## src/rtl/core_pkg.sv

```systemverilog
// Shared constants, pipeline-record type and helpers for the D-stage hazard
// and forwarding controller.
package core_pkg;

    localparam int REG_AW = 5;
    localparam int T_W    = 2;

    // D-stage operand selects
    localparam logic [1:0] FWD_RF    = 2'd0;
    localparam logic [1:0] FWD_E     = 2'd1;
    localparam logic [1:0] FWD_M     = 2'd2;

    // E-stage operand selects
    localparam logic [1:0] FWD_EREG  = 2'd0;
    localparam logic [1:0] FWD_MRES  = 2'd1;
    localparam logic [1:0] FWD_WDATA = 2'd2;

    localparam logic [T_W-1:0] TUSE_NONE = 2'd3;

    // How a stage register transforms tnew as a record moves into it
    localparam logic [1:0] TNEW_PASS = 2'd0;
    localparam logic [1:0] TNEW_DEC  = 2'd1;
    localparam logic [1:0] TNEW_CLR  = 2'd2;

    typedef struct packed {
        logic [REG_AW-1:0] dst;
        logic [T_W-1:0]    tnew;
        logic [REG_AW-1:0] rs;
        logic [REG_AW-1:0] rt;
    } hz_rec_t;

    function automatic logic [T_W-1:0] sat_dec(input logic [T_W-1:0] x);
        return (x == '0) ? '0 : x - 1'b1;
    endfunction

endpackage

```

## src/rtl/hazard_stage_reg.sv

```systemverilog
// One pipeline record register (E, M or W) with synchronous reset, bubble
// insertion and a per-stage tnew transform.
module hazard_stage_reg
    import core_pkg::*;
#(
    parameter logic [1:0] TNEW_MODE = TNEW_PASS,
    parameter bit         KEEP_SRC  = 1'b1
) (
    input  logic    clk,
    input  logic    reset,
    input  logic    i_bubble,
    input  hz_rec_t i_rec,
    output hz_rec_t o_rec
);

    hz_rec_t w_next;
    hz_rec_t r_rec;

    // Only E needs source addresses; later stages drop them so they stay zero.
    always_comb begin
        w_next = i_rec;
        case (TNEW_MODE)
            TNEW_DEC: w_next.tnew = sat_dec(i_rec.tnew);
            TNEW_CLR: w_next.tnew = '0;
            default:  w_next.tnew = i_rec.tnew;
        endcase
        if (!KEEP_SRC) begin
            w_next.rs = '0;
            w_next.rt = '0;
        end
        if (i_bubble) begin
            w_next = '0;
        end
    end

    always_ff @(posedge clk) begin
        if (reset) begin
            r_rec <= '0;
        end else begin
            r_rec <= w_next;
        end
    end

    assign o_rec = r_rec;

endmodule

```

## src/rtl/hazard_scoreboard.sv

```systemverilog
// D-stage stall and forward-select generation from the E/M/W record pipeline;
// all outputs are combinational from the records and the D-stage inputs.
module hazard_scoreboard
    import core_pkg::*;
(
    input  logic              clk,
    input  logic              reset,
    input  logic [REG_AW-1:0] rs_d,
    input  logic [REG_AW-1:0] rt_d,
    input  logic [T_W-1:0]    tuse_rs_d,
    input  logic [T_W-1:0]    tuse_rt_d,
    input  logic [REG_AW-1:0] dst_d,
    input  logic [T_W-1:0]    tnew_d,
    input  logic              md_busy,
    output logic              stall,
    output logic [1:0]        fwd_d_rs,
    output logic [1:0]        fwd_d_rt,
    output logic [1:0]        fwd_e_rs,
    output logic [1:0]        fwd_e_rt
);

    hz_rec_t w_recD;
    hz_rec_t w_recE;
    hz_rec_t w_recM;
    hz_rec_t w_recW;
    logic    w_rsHz;
    logic    w_rtHz;

    assign w_recD = '{dst: dst_d, tnew: tnew_d, rs: rs_d, rt: rt_d};

    hazard_stage_reg #(.TNEW_MODE(TNEW_PASS), .KEEP_SRC(1'b1)) u_stageE (
        .clk(clk), .reset(reset), .i_bubble(stall), .i_rec(w_recD), .o_rec(w_recE)
    );

    hazard_stage_reg #(.TNEW_MODE(TNEW_DEC), .KEEP_SRC(1'b0)) u_stageM (
        .clk(clk), .reset(reset), .i_bubble(1'b0), .i_rec(w_recE), .o_rec(w_recM)
    );

    hazard_stage_reg #(.TNEW_MODE(TNEW_CLR), .KEEP_SRC(1'b0)) u_stageW (
        .clk(clk), .reset(reset), .i_bubble(1'b0), .i_rec(w_recM), .o_rec(w_recW)
    );

    // A producer stalls D only while its result is later than the consumer's need.
    assign w_rsHz = (rs_d != '0) &&
                    (((w_recE.dst == rs_d) && (w_recE.tnew > tuse_rs_d)) ||
                     ((w_recM.dst == rs_d) && (w_recM.tnew > tuse_rs_d)));
    assign w_rtHz = (rt_d != '0) &&
                    (((w_recE.dst == rt_d) && (w_recE.tnew > tuse_rt_d)) ||
                     ((w_recM.dst == rt_d) && (w_recM.tnew > tuse_rt_d)));
    assign stall  = w_rsHz || w_rtHz || md_busy;

    always_comb begin
        fwd_d_rs = FWD_RF;
        if (rs_d != '0) begin
            if ((w_recE.dst == rs_d) && (w_recE.tnew == '0)) begin
                fwd_d_rs = FWD_E;
            end else if ((w_recM.dst == rs_d) && (w_recM.tnew == '0)) begin
                fwd_d_rs = FWD_M;
            end
        end
    end

    always_comb begin
        fwd_d_rt = FWD_RF;
        if (rt_d != '0) begin
            if ((w_recE.dst == rt_d) && (w_recE.tnew == '0)) begin
                fwd_d_rt = FWD_E;
            end else if ((w_recM.dst == rt_d) && (w_recM.tnew == '0)) begin
                fwd_d_rt = FWD_M;
            end
        end
    end

    // W-to-D needs no select: the register file bypasses same-cycle writes.
    always_comb begin
        fwd_e_rs = FWD_EREG;
        if (w_recE.rs != '0) begin
            if ((w_recM.dst == w_recE.rs) && (w_recM.tnew == '0)) begin
                fwd_e_rs = FWD_MRES;
            end else if (w_recW.dst == w_recE.rs) begin
                fwd_e_rs = FWD_WDATA;
            end
        end
    end

    always_comb begin
        fwd_e_rt = FWD_EREG;
        if (w_recE.rt != '0) begin
            if ((w_recM.dst == w_recE.rt) && (w_recM.tnew == '0)) begin
                fwd_e_rt = FWD_MRES;
            end else if (w_recW.dst == w_recE.rt) begin
                fwd_e_rt = FWD_WDATA;
            end
        end
    end

endmodule

```

## config.mk

```make
export PLATFORM = sky130hd
export DESIGN_NAME = hazard_scoreboard
export DESIGN_NICKNAME = d
export VERILOG_FILES = /design/src/rtl/core_pkg.sv /design/src/rtl/hazard_stage_reg.sv /design/src/rtl/hazard_scoreboard.sv
export SDC_FILE = /design/constraint.sdc
export NUM_CORES = 1
export LEC_CHECK = 0
export BUFFER_PORTS_ARGS = -buffer_cell sky130_fd_sc_hd__buf_4
export CELL_PAD_IN_SITES_DETAIL_PLACEMENT = 0
export CELL_PAD_IN_SITES_GLOBAL_PLACEMENT = 1
export CORE_UTILIZATION = 38
export CTS_BUF_LIST = sky130_fd_sc_hd__clkbuf_4 sky130_fd_sc_hd__clkbuf_8
export DETAILED_ROUTE_END_ITERATION = 10
export GPL_TIMING_DRIVEN = 0
export PLACE_DENSITY = 0.8
export RECOVER_POWER = 100
export REMOVE_ABC_BUFFERS = 1
export SETUP_SLACK_MARGIN = 0.15
export SLEW_MARGIN = 10
export SYNTH_ARGS = -nofsm -noshare
export SYNTH_HDL_FRONTEND = slang
export SYNTH_SLANG_ARGS = --single-unit
```

## constraint.sdc

```tcl
create_clock -name clk -period 1.8 [get_ports clk]
set_input_delay 0 -clock clk [delete_from_list [all_inputs] [get_ports clk]]
set_output_delay 0 -clock clk [all_outputs]
set_load 0.1 [all_outputs]
```

* Yosys cells after proc, flatten, opt, wreduce, memory -nomap -nowiden
Cells that the tools add are included.
** Word-level totals
- Register bits after elaboration :: 29
- Output and inout bits :: 9
- Logic and storage cells :: 56
** Cells by class
- Add/subtract/negate cells :: 1
- Magnitude comparators :: 4
- Equal/unequal tests :: 8
- Muxes and demuxes :: 12
- Reduce and logical (&&, ||, !) cells :: 24
** Operator list (number)
- 5-bit == test :: 8
- 2-bit 2-to-1 mux :: 12
- 5-bit nonzero test :: 4
- 1-bit logical AND :: 12
- 2-bit greater-than comparator :: 4
- 2-bit logical NOT :: 2
- 1-bit logical OR :: 4
- 2-bit OR reduction :: 2
- 2-bit by 1-bit subtractor with 2-bit output, second input constant :: 1

* Depth between registers and ports, before layout
Gate-level depths: netlist of run 1.
- Depth in word-level cells :: 7
- Depth in mapped cells :: 9

* Cells and area by module
From an unflattened synthesis of run 1, not the netlist that was laid out.
** Unflattened totals
- Cell total of the unflattened synthesis :: 192
- Area total of the unflattened synthesis :: 1836.8 sq um
** By module, submodules not included
- hazard_scoreboard :: instances 1, cells an instance 103, area an instance 744.5 sq um, seq. area each 0.0 sq um
- hazard_stage_reg at u_stageE :: instances 1, cells an instance 38, area an instance 571.8 sq um, seq. area each 340.3 sq um
- hazard_stage_reg at u_stageM :: instances 1, cells an instance 28, area an instance 289.0 sq um, seq. area each 140.1 sq um
- hazard_stage_reg at u_stageW :: instances 1, cells an instance 23, area an instance 231.5 sq um, seq. area each 100.1 sq um

* Least setup slack after synthesis of run 1
Ideal clock, no wire load.
- Kind :: flip-flop to output port
- Start point :: reg u_stageM.r_rec (netlist bit u_stageM.o_rec[14])
- End point :: out fwd_d_rs[1]
- Arrival :: 2710 ps
- Required time :: 1800 ps
- Path slack :: -910 ps
- Stages on the path, launching flop included :: 6
- Path buffers :: 1
- Path through :: dfxtp_1 -> clkbuf_1 -> xnor2_1 -> o211ai_2 -> or4_1 -> a21oi_1
** On the way
- Word-level cells in the longest chain between the ends :: 5
** RTL lines
- start, declared :: line hazard_stage_reg.sv:17 : hz_rec_t r_rec;
- start signal, assigned :: line hazard_stage_reg.sv:40 : r_rec <= w_next;
- 5-bit == test :: line hazard_scoreboard.sv:57 : end else if ((w_recM.dst == rs_d) && (w_recM.tnew == '0)) begin
- 1-bit logical AND :: line hazard_scoreboard.sv:57
- 2-bit 2-to-1 mux :: line hazard_scoreboard.sv:57
- 2-bit 2-to-1 mux :: line hazard_scoreboard.sv:55 : if ((w_recE.dst == rs_d) && (w_recE.tnew == '0)) begin
- 2-bit 2-to-1 mux :: line hazard_scoreboard.sv:54 : if (rs_d != '0) begin
- end, declared :: line hazard_scoreboard.sv:16 : output logic [1:0] fwd_d_rs,
No other way between the ends.

* Worst setup path after layout of run 1
- Start point :: reg u_stageM.r_rec (netlist bit u_stageM.o_rec[11])
- End point :: out stall
** On the way
- Word-level cells in the longest chain between the ends :: 6
- Elaborated cells on any way between the ends :: 10
- Classes of those cells :: order compare (2); reduce/logical (8)
** RTL lines
- 2-bit greater-than comparator (on tied branches) :: line hazard_scoreboard.sv:46, hazard_scoreboard.sv:49
- 1-bit logical AND (on tied branches) :: line hazard_scoreboard.sv:46, hazard_scoreboard.sv:49
- 1-bit logical OR (on tied branches) :: line hazard_scoreboard.sv:45, hazard_scoreboard.sv:48
- 1-bit logical AND (on tied branches) :: line hazard_scoreboard.sv:44, hazard_scoreboard.sv:47
- 1-bit logical OR (*) (2 in series) :: line hazard_scoreboard.sv:50 : assign stall = w_rsHz || w_rtHz || md_busy;
- end, declared :: line hazard_scoreboard.sv:15 : output logic stall,
Every way passes the cells marked *; elsewhere a longest branch is shown, timed or not.

==> results of run 1 <==
## cells in the mapped netlist, drive strengths merged, types with 2 or more instances
master	instances	area, µm²
dfxtp	29	580.6
nor3	23	165.2
xnor2	23	201.4
nand2	20	75.07
xor2	14	122.6
nor2	12	45.04
inv	11	41.29
a21oi	9	45.04
ha	9	112.6
nor2b	8	50.05
clkbuf	6	22.52
nand3	6	30.03
or4	4	37.53
buf	3	27.52
nor4	3	18.77
a2111oi	2	18.77
o211ai	2	25.02
or3	2	12.51
## metal layers
layer	global-route usage, %	wire (µm)
met5	0	0
met4	4.592	49
met3	5.428	191
met2	34.07	2473
met1	27.98	2305
## power groups by stage
stage | registers (W) | clock network (W) | logic, W
5_1_grt | 0.000701 | 0.000516 | 0.000619
3_5_place_dp | 0.000711 | 0 | 0.000360
6_report | 0.000698 | 0.000478 | 0.000585
3_3_place_gp | 0.000711 | 0 | 0.000357
2_1_floorplan | 0.000702 | 0 | 0.000255
4_1_cts | 0.000696 | 0.000477 | 0.000490
## state kept, by name (all words and copies together), names as in the netlist
name            cells
u_stageE.o_rec     17
u_stageM.o_rec      7
u_stageW.o_rec      5
## worst reg2reg max path, delay by kind of cell (launching register included)
family                   cells  cell delay, ns
buffers and inverters        4            0.54
flip-flops                   1            0.37
adder cells (fa/ha/maj)      1            0.24
AND/OR/NAND/NOR              1            0.13
AO/OA/AOI/OAI                3            0.55
## worst max-delay path by stage
stage,to,slack [ns],cells past startpoint
global route,stall,-0.22,6
global placement,stall,-0.65,6
floorplan,fwd_d_rs[1],-0.80,4
finish,stall,-0.17,6
detailed placement,stall,-0.63,6
CTS,stall,-0.15,7
## cell type report
| type | count | area share, % |
|---|---|---|
| clock buffer | 5 | 2.375 |
| clock inverter | 1 | 0.1727 |
| inverter | 11 | 1.425 |
| multi-input combinational | 145 | 49.18 |
| sequential | 29 | 21.37 |
| tap | 50 | 2.159 |
| timing repair buffer | 62 | 23.32 |
## stage by stage
stage	setup slack, ns	util, %	cells
6_report	-0.1713	69.93	303
5_1_grt	-0.2194	69.93	303
4_1_cts	-0.1492	61.81	295
3_5_place_dp	-0.6314	47.01	267
3_3_place_gp	-0.6522	47.01	267
2_1_floorplan	-0.8047	-	185
## cell families (layout without fill, tap and decap cells)
family,count (synthesis),in the layout,share of synthesized area [%]
and+or+nand+nor,82,82,27.38
xor gates and xnor gates,37,37,19.11
DFF,29,29,34.24
buffers and inverters,20,79,5.387
AOI/OAI and AO/OA,17,17,7.233
adders and majority gates,9,9,6.642
## cell usage in the layout, fill, tap and decap left out, drive strengths merged
master	n
a2111oi	2
a211o	1
a211oi	1
a21oi	9
and3	1
and3b	1
and4	1
buf	51
clkbuf	5
clkinv	1
dfxtp	29
dlygate4sd3	11
ha	9
inv	11
nand2	20
nand3	6
nand4	1
nor2	12
nor2b	8
nor3	23
nor4	3
o2111ai	1
o211ai	2
o2bb2ai	1
or3	2
or4	4
xnor2	23
xor2	14
## timing repair
item | CTS | global route
buffers inserted | 9 | 8
resized for setup | 76 | 62
pin swaps | 17 | 34
endpoints found under the hold margin | 11 | 0
cloned | 2 | 0
setup endpoints to repair | 26 | 26
hold buffers | 11 | 0
==> out/results.ini, run 1 <==
[worst_setup_path]
cpPeakStageDelay_ns = 0.37
regToRegSetupSlack_ns = -0.12
crit_type = register to output pin
worstPathRequired_ns = 1.80
timing.rr.end = u_stageE.o_rec[11]
path_buf_inv = 1
start_kind = register
path_delay_family = compound AO/OA/AOI/OAI gates
cp_max_fo = 4
crit_path_end_kind = output pin
ff2ff_path_depth = 9
crit_slowest_cell = dfxtp_4
timing.critical_path.cells = ha_4 > a21oi_4 > a2111oi_4 > a211o_2 > or3_4 > buf_12
rr_startpoint = u_stageM.o_rec[11]
arrival_ns = 1.97
crit_start = u_stageM.o_rec[11]

[yosys]
ys.flop_type = dfxtp_1
ys_async_sr_fraction_pct = 0
ys_seq_area_share_pct = 34.24
ys_types = 30
syn_area_um2 = 1695
synth_cells = 194
ys_seq_elements = 29
postSynthAreaPerCell_um2 = 8.739
synth-warning-count = 0
synth_edf_count = 0

[sta]
layout_setup_ws_ns = -0.1713
fin_crit_ns = 1.971
slew-limit-headroom_pct = 27.23
hold_ws_ns = 0.004900
rsz0062_at_grt = true
post-route-period-util_pct = 109.5
finalMaxSlewViolations = 0
tns_ns = -1.432
tightest_slew_ns = 1.088
max_freq_mhz = 507.3
clock_skew_ns = 0.007855
setup_viol = 18
final_hold_viol_count = 0

[routing]
num_vias = 1577
vias_per_cell = 5.205
drt_iter0_drc = 56
detail-route-antenna-nets = 0
wirelength_mm = 5.020
detail_route.wl_per_cell_um = 16.57
route.detailed.drc = 0
first_pass_iters = 4

[placement]
hpwlAfterDp_mm = 2.772
placed_cell_area_um2 = 1948
io_buffers = 32
gp_congestion = 0.7847

[min_path]
worstHoldPathType = input port to register
timing.hold.worst_endpoint = u_stageM.o_rec[12]
min_delay_path_depth = 2
holdCritStartpoint = reset

[cells_and_area]
fin_area_um2 = 2898
n_antenna_cell = 0
layout.nets = 287
ff_latch_area_um2 = 619.3
area_growth_pct = 70.92
multi_input_area_um2 = 1425
drive_gt1_share_pct = 55.73
fillCellCount = 316

[clock_network]
cts-root-buf = clkbuf_8
clk_latency_ns = 0.28
cts.htree.levels = 2
cts_buffer_depth = 2
cts_made_buffers = 5
clock_sinks = 29
clk_pin_slew_ns = 0.06
cts_tree = built

[pwr]
power_switching_share_pct = 32.20
switching_power_w = 0.0005670
clkPwrFrac_pct = 27.1
power.total_w = 0.001761
ir_drop_v = 0.0004841
leakagePower_nw = 1.147
combinationalPowerShare_pct = 33.2
p_seq_share_pct = 39.6
internal_power_w = 0.001194
power.density_nw_per_um2 = 607.6

[grt]
grt_overflow = 0
antenna_found_initial = 0
grt_max_degree = 18
grt_usage_pct = 21.02
grt_pass1_wl_mm = 6.948
grt_pass1_vias = 1454

[floorplanning]
fp.dieW_um = 68.80
die_h_um = 68.80
dieArea_um2 = 4733
ioPinCount = 33
coreArea_um2 = 4144
initial_core_util_pct = 40.91
fp-row-count = 23

[outcome]
run_status = complete, but fails checks
violations = negative setup slack

[job]
drv_cap = 0

Note: power is estimated with default switching activity, not from simulation.
==> run 2, diff against run 1 <==
--- a/config.mk
+++ b/config.mk
@@ -5,10 +5,11 @@
 export SDC_FILE = /design/constraint.sdc
 export NUM_CORES = 1
 export LEC_CHECK = 0
+export ABC_AREA = 1
 export BUFFER_PORTS_ARGS = -buffer_cell sky130_fd_sc_hd__buf_4
 export CELL_PAD_IN_SITES_DETAIL_PLACEMENT = 0
 export CELL_PAD_IN_SITES_GLOBAL_PLACEMENT = 1
-export CORE_UTILIZATION = 38
+export CORE_UTILIZATION = 36
 export CTS_BUF_LIST = sky130_fd_sc_hd__clkbuf_4 sky130_fd_sc_hd__clkbuf_8
 export DETAILED_ROUTE_END_ITERATION = 10
 export GPL_TIMING_DRIVEN = 0
==> run 2 against run 1 <==
Compared with the run above: the run now ends clean; highest routed layer unchanged; critical path type unchanged; area after synthesis is 0.52% higher; hold slack improved by 0.012 ns; register-to-register slack improved by 0.23 ns; sequential share of layout area is 2.0 points higher; first-iteration DRC count up 50%; critical endpoint unchanged; utilization shrank 12 points; die area up 5.9%.
==> out/results.ini, run 2 <==
[outcome]
run_status = finished clean

[routing]
first_pass_iters = 4
top_layer = met4
route.detailed.drc = 0
detail-route-antenna-nets = 0
wl_met2_mm = 2.251
wirelength_mm = 4.428
num_vias = 1636
detail_route.wl_per_cell_um = 12.54
drt_iter0_drc = 84
drt-met1-wl_mm = 1.941
vias_per_cell = 4.635
wl_met3_um = 204

[floorplanning]
ioPinCount = 33
fp-row-count = 24
coreArea_um2 = 4444
fp.dieW_um = 70.80
dieArea_um2 = 5013
initial_core_util_pct = 38.34
die_h_um = 70.80

[sta]
slew-limit-headroom_pct = 52.72
setup_viol = 0
fin_crit_ns = 1.704
finalMaxSlewViolations = 0
final_hold_viol_count = 0
hold_ws_ns = 0.01674
tightest_slew_ns = 0.7092
clock_skew_ns = 0.002111
rsz0062_at_grt = true
post-route-period-util_pct = 94.69
max_freq_mhz = 586.7
tns_ns = 0

[clock_network]
clock_sinks = 29
cts_made_buffers = 5
clk_pin_slew_ns = 0.06
clk_latency_ns = 0.28
cts.htree.levels = 2
cts_tree = built
cts_buffer_depth = 2
cts-root-buf = clkbuf_8

[worst_setup_path]
crit_type = register to output pin
ff2ff_path_depth = 12
crit_path_end_kind = output pin
worstPathRequired_ns = 1.80
arrival_ns = 1.70
cp_max_fo = 2
start_kind = register

[cells_and_area]
area_growth_pct = 50.81
n_antenna_cell = 0
drive_gt1_share_pct = 32.56
layout_common_cells = 46 x inv_1, 36 x nand2_1, 34 x nor2_1
layout.nets = 334
largest_register_ffs = 17
final_common_cell = inv_1
fin_area_um2 = 2570

[yosys]
synth_common_cells = 49 x inv_1, 48 x nor2_1, 36 x nand2_1
synth_edf_count = 0
ys.flop_type = dfxtp_1
synth_top_cell_by_area = dfxtp_1
synth_xor_area_share_pct = 13.36
synthMuxAreaShare_pct = 0
postSynthAreaPerCell_um2 = 7.013
synth_compound_gate_area_share_pct = 2.790
ys_seq_elements = 29
synth_top_family_by_area = simple AND/OR/NAND/NOR gates
synth.most_common_cell = inv_1
synth_cells = 243
synth-warning-count = 0
yosysTopAreaCellShare_pct = 34.07
syn_area_um2 = 1704
ys_async_sr_fraction_pct = 0
synthTopCellsByArea = dfxtp_1 34%, inv_1 11%, nor2_1 11%, nand2_1 7.9%, xor2_1 7.7%
ys_types = 25
synthSimpleGateAreaFrac_pct = 30.98
ys_seq_area_share_pct = 34.07
yosys.area_share.adder_pct = 6.608

[pwr]
leakagePower_nw = 1.279
power.density_nw_per_um2 = 687.6
power.total_w = 0.001767
ir_drop_v = 0.0003474

[placement]
hpwlAfterDp_mm = 2.932
io_buffers = 32
placed_cell_area_um2 = 1989
gp_congestion = 0.7642

[min_path]
worstHoldPathType = input port to register
min_delay_path_depth = 3

[grt]
grt_pass1_wl_mm = 7.038
grt_pass1_vias = 1544
antenna_found_initial = 0
grt_usage_pct = 18.26
grt_overflow = 0
grt_max_degree = 18

[job]
drv_cap = 0

-- run 2: cell count changes in the layout (fill, tap and decap cells not counted), sizes merged, moves of 3 or more --
cell	previous run	this run
inv	11	50
nor2	12	50
buf	51	33
nand2	20	38
nor3	23	8
xnor2	23	11
clkbuf	5	13
nand4	1	9
nor2b	8	0
a21oi	9	3
or4	4	0
dlygate4sd3	11	14
-- run 2: kinds of logic (layout without fill, tap and decap cells) --
family | count (synthesis) | count (layout)
adder cells (fa/ha/maj) | 9 | 9
AND/OR/NAND/NOR | 118 | 118
XOR/XNOR | 26 | 26
AO/OA/AOI/OAI | 8 | 8
buffers and inverters | 53 | 111
flip-flops | 29 | 29
-- run 2: final cells by class --
type | count | area, µm²
Fill cell | 446 | 1874
Multi-Input combinational cell | 161 | 1097
Sequential cell | 29 | 601.8
Timing Repair Buffer | 54 | 528.0
Inverter | 50 | 187.7
Clock buffer | 7 | 90.09
Tap cell | 52 | 65.06
-- run 2: power by group --
group          switching, W  internal [W]  total, W
combinational      0.000306      0.000212  0.000518
clock              0.000239      0.000318  0.000557
sequential        0.0000275      0.000665  0.000692
total              0.000573       0.00119   0.00177
-- run 2: worst paths after layout --
kind	startpoint	slack (ns)	endpoint
max	u_stageM.o_rec[10]	0.1	stall
min	rs_d[2]	0.02	u_stageE.o_rec[7]
max reg2reg	u_stageM.o_rec[10]	0.11	u_stageE.o_rec[3]
min reg2reg	u_stageE.o_rec[10]	0.41	u_stageM.o_rec[10]
-- run 2: critical path, cell delays in order, from the launching register on --
cell and delay, ns:
dfxtp_2 0.34, inv_2 0.04, ha_1 0.27, nand2_1 0.08
inv_1 0.05, a21oi_2 0.10, nand4_1 0.09, nand2_1 0.09
nand2_2 0.08, nand3_2 0.08, buf_6 0.22
-- run 2: repair_timing --
| item | in CTS | in global routing |
|---|---|---|
| cloned | 0 | 2 |
| pin swaps | 12 | 16 |
| buffers inserted | 2 | 3 |
| gates resized for setup | 27 | 66 |
| endpoints found under the hold margin | 17 | 0 |
| hold buffers | 15 | 0 |
| setup endpoints to repair | 24 | 26 |
-- run 2: metal layers --
| layer | up-vias | track usage, % |
|---|---|---|
| met4 | 0 | 4.667 |
| met1 | 736 | 22.85 |
| met2 | 36 | 30.66 |
| li1 | 860 | - |
| met3 | 4 | 5.556 |
| met5 | - | 0 |
-- run 2: through the flow --
stage / util [%] / setup WS [ns] / std cells
after global routing: 57.83 / 0.009109 / 353
final: 57.83 / 0.09559 / 353
after CTS: 52.51 / 0.05824 / 348
after global placement: 44.76 / 0.1300 / 324
after detailed placement: 44.76 / 0.1258 / 324
after floorplan: - / -1.936 / 240
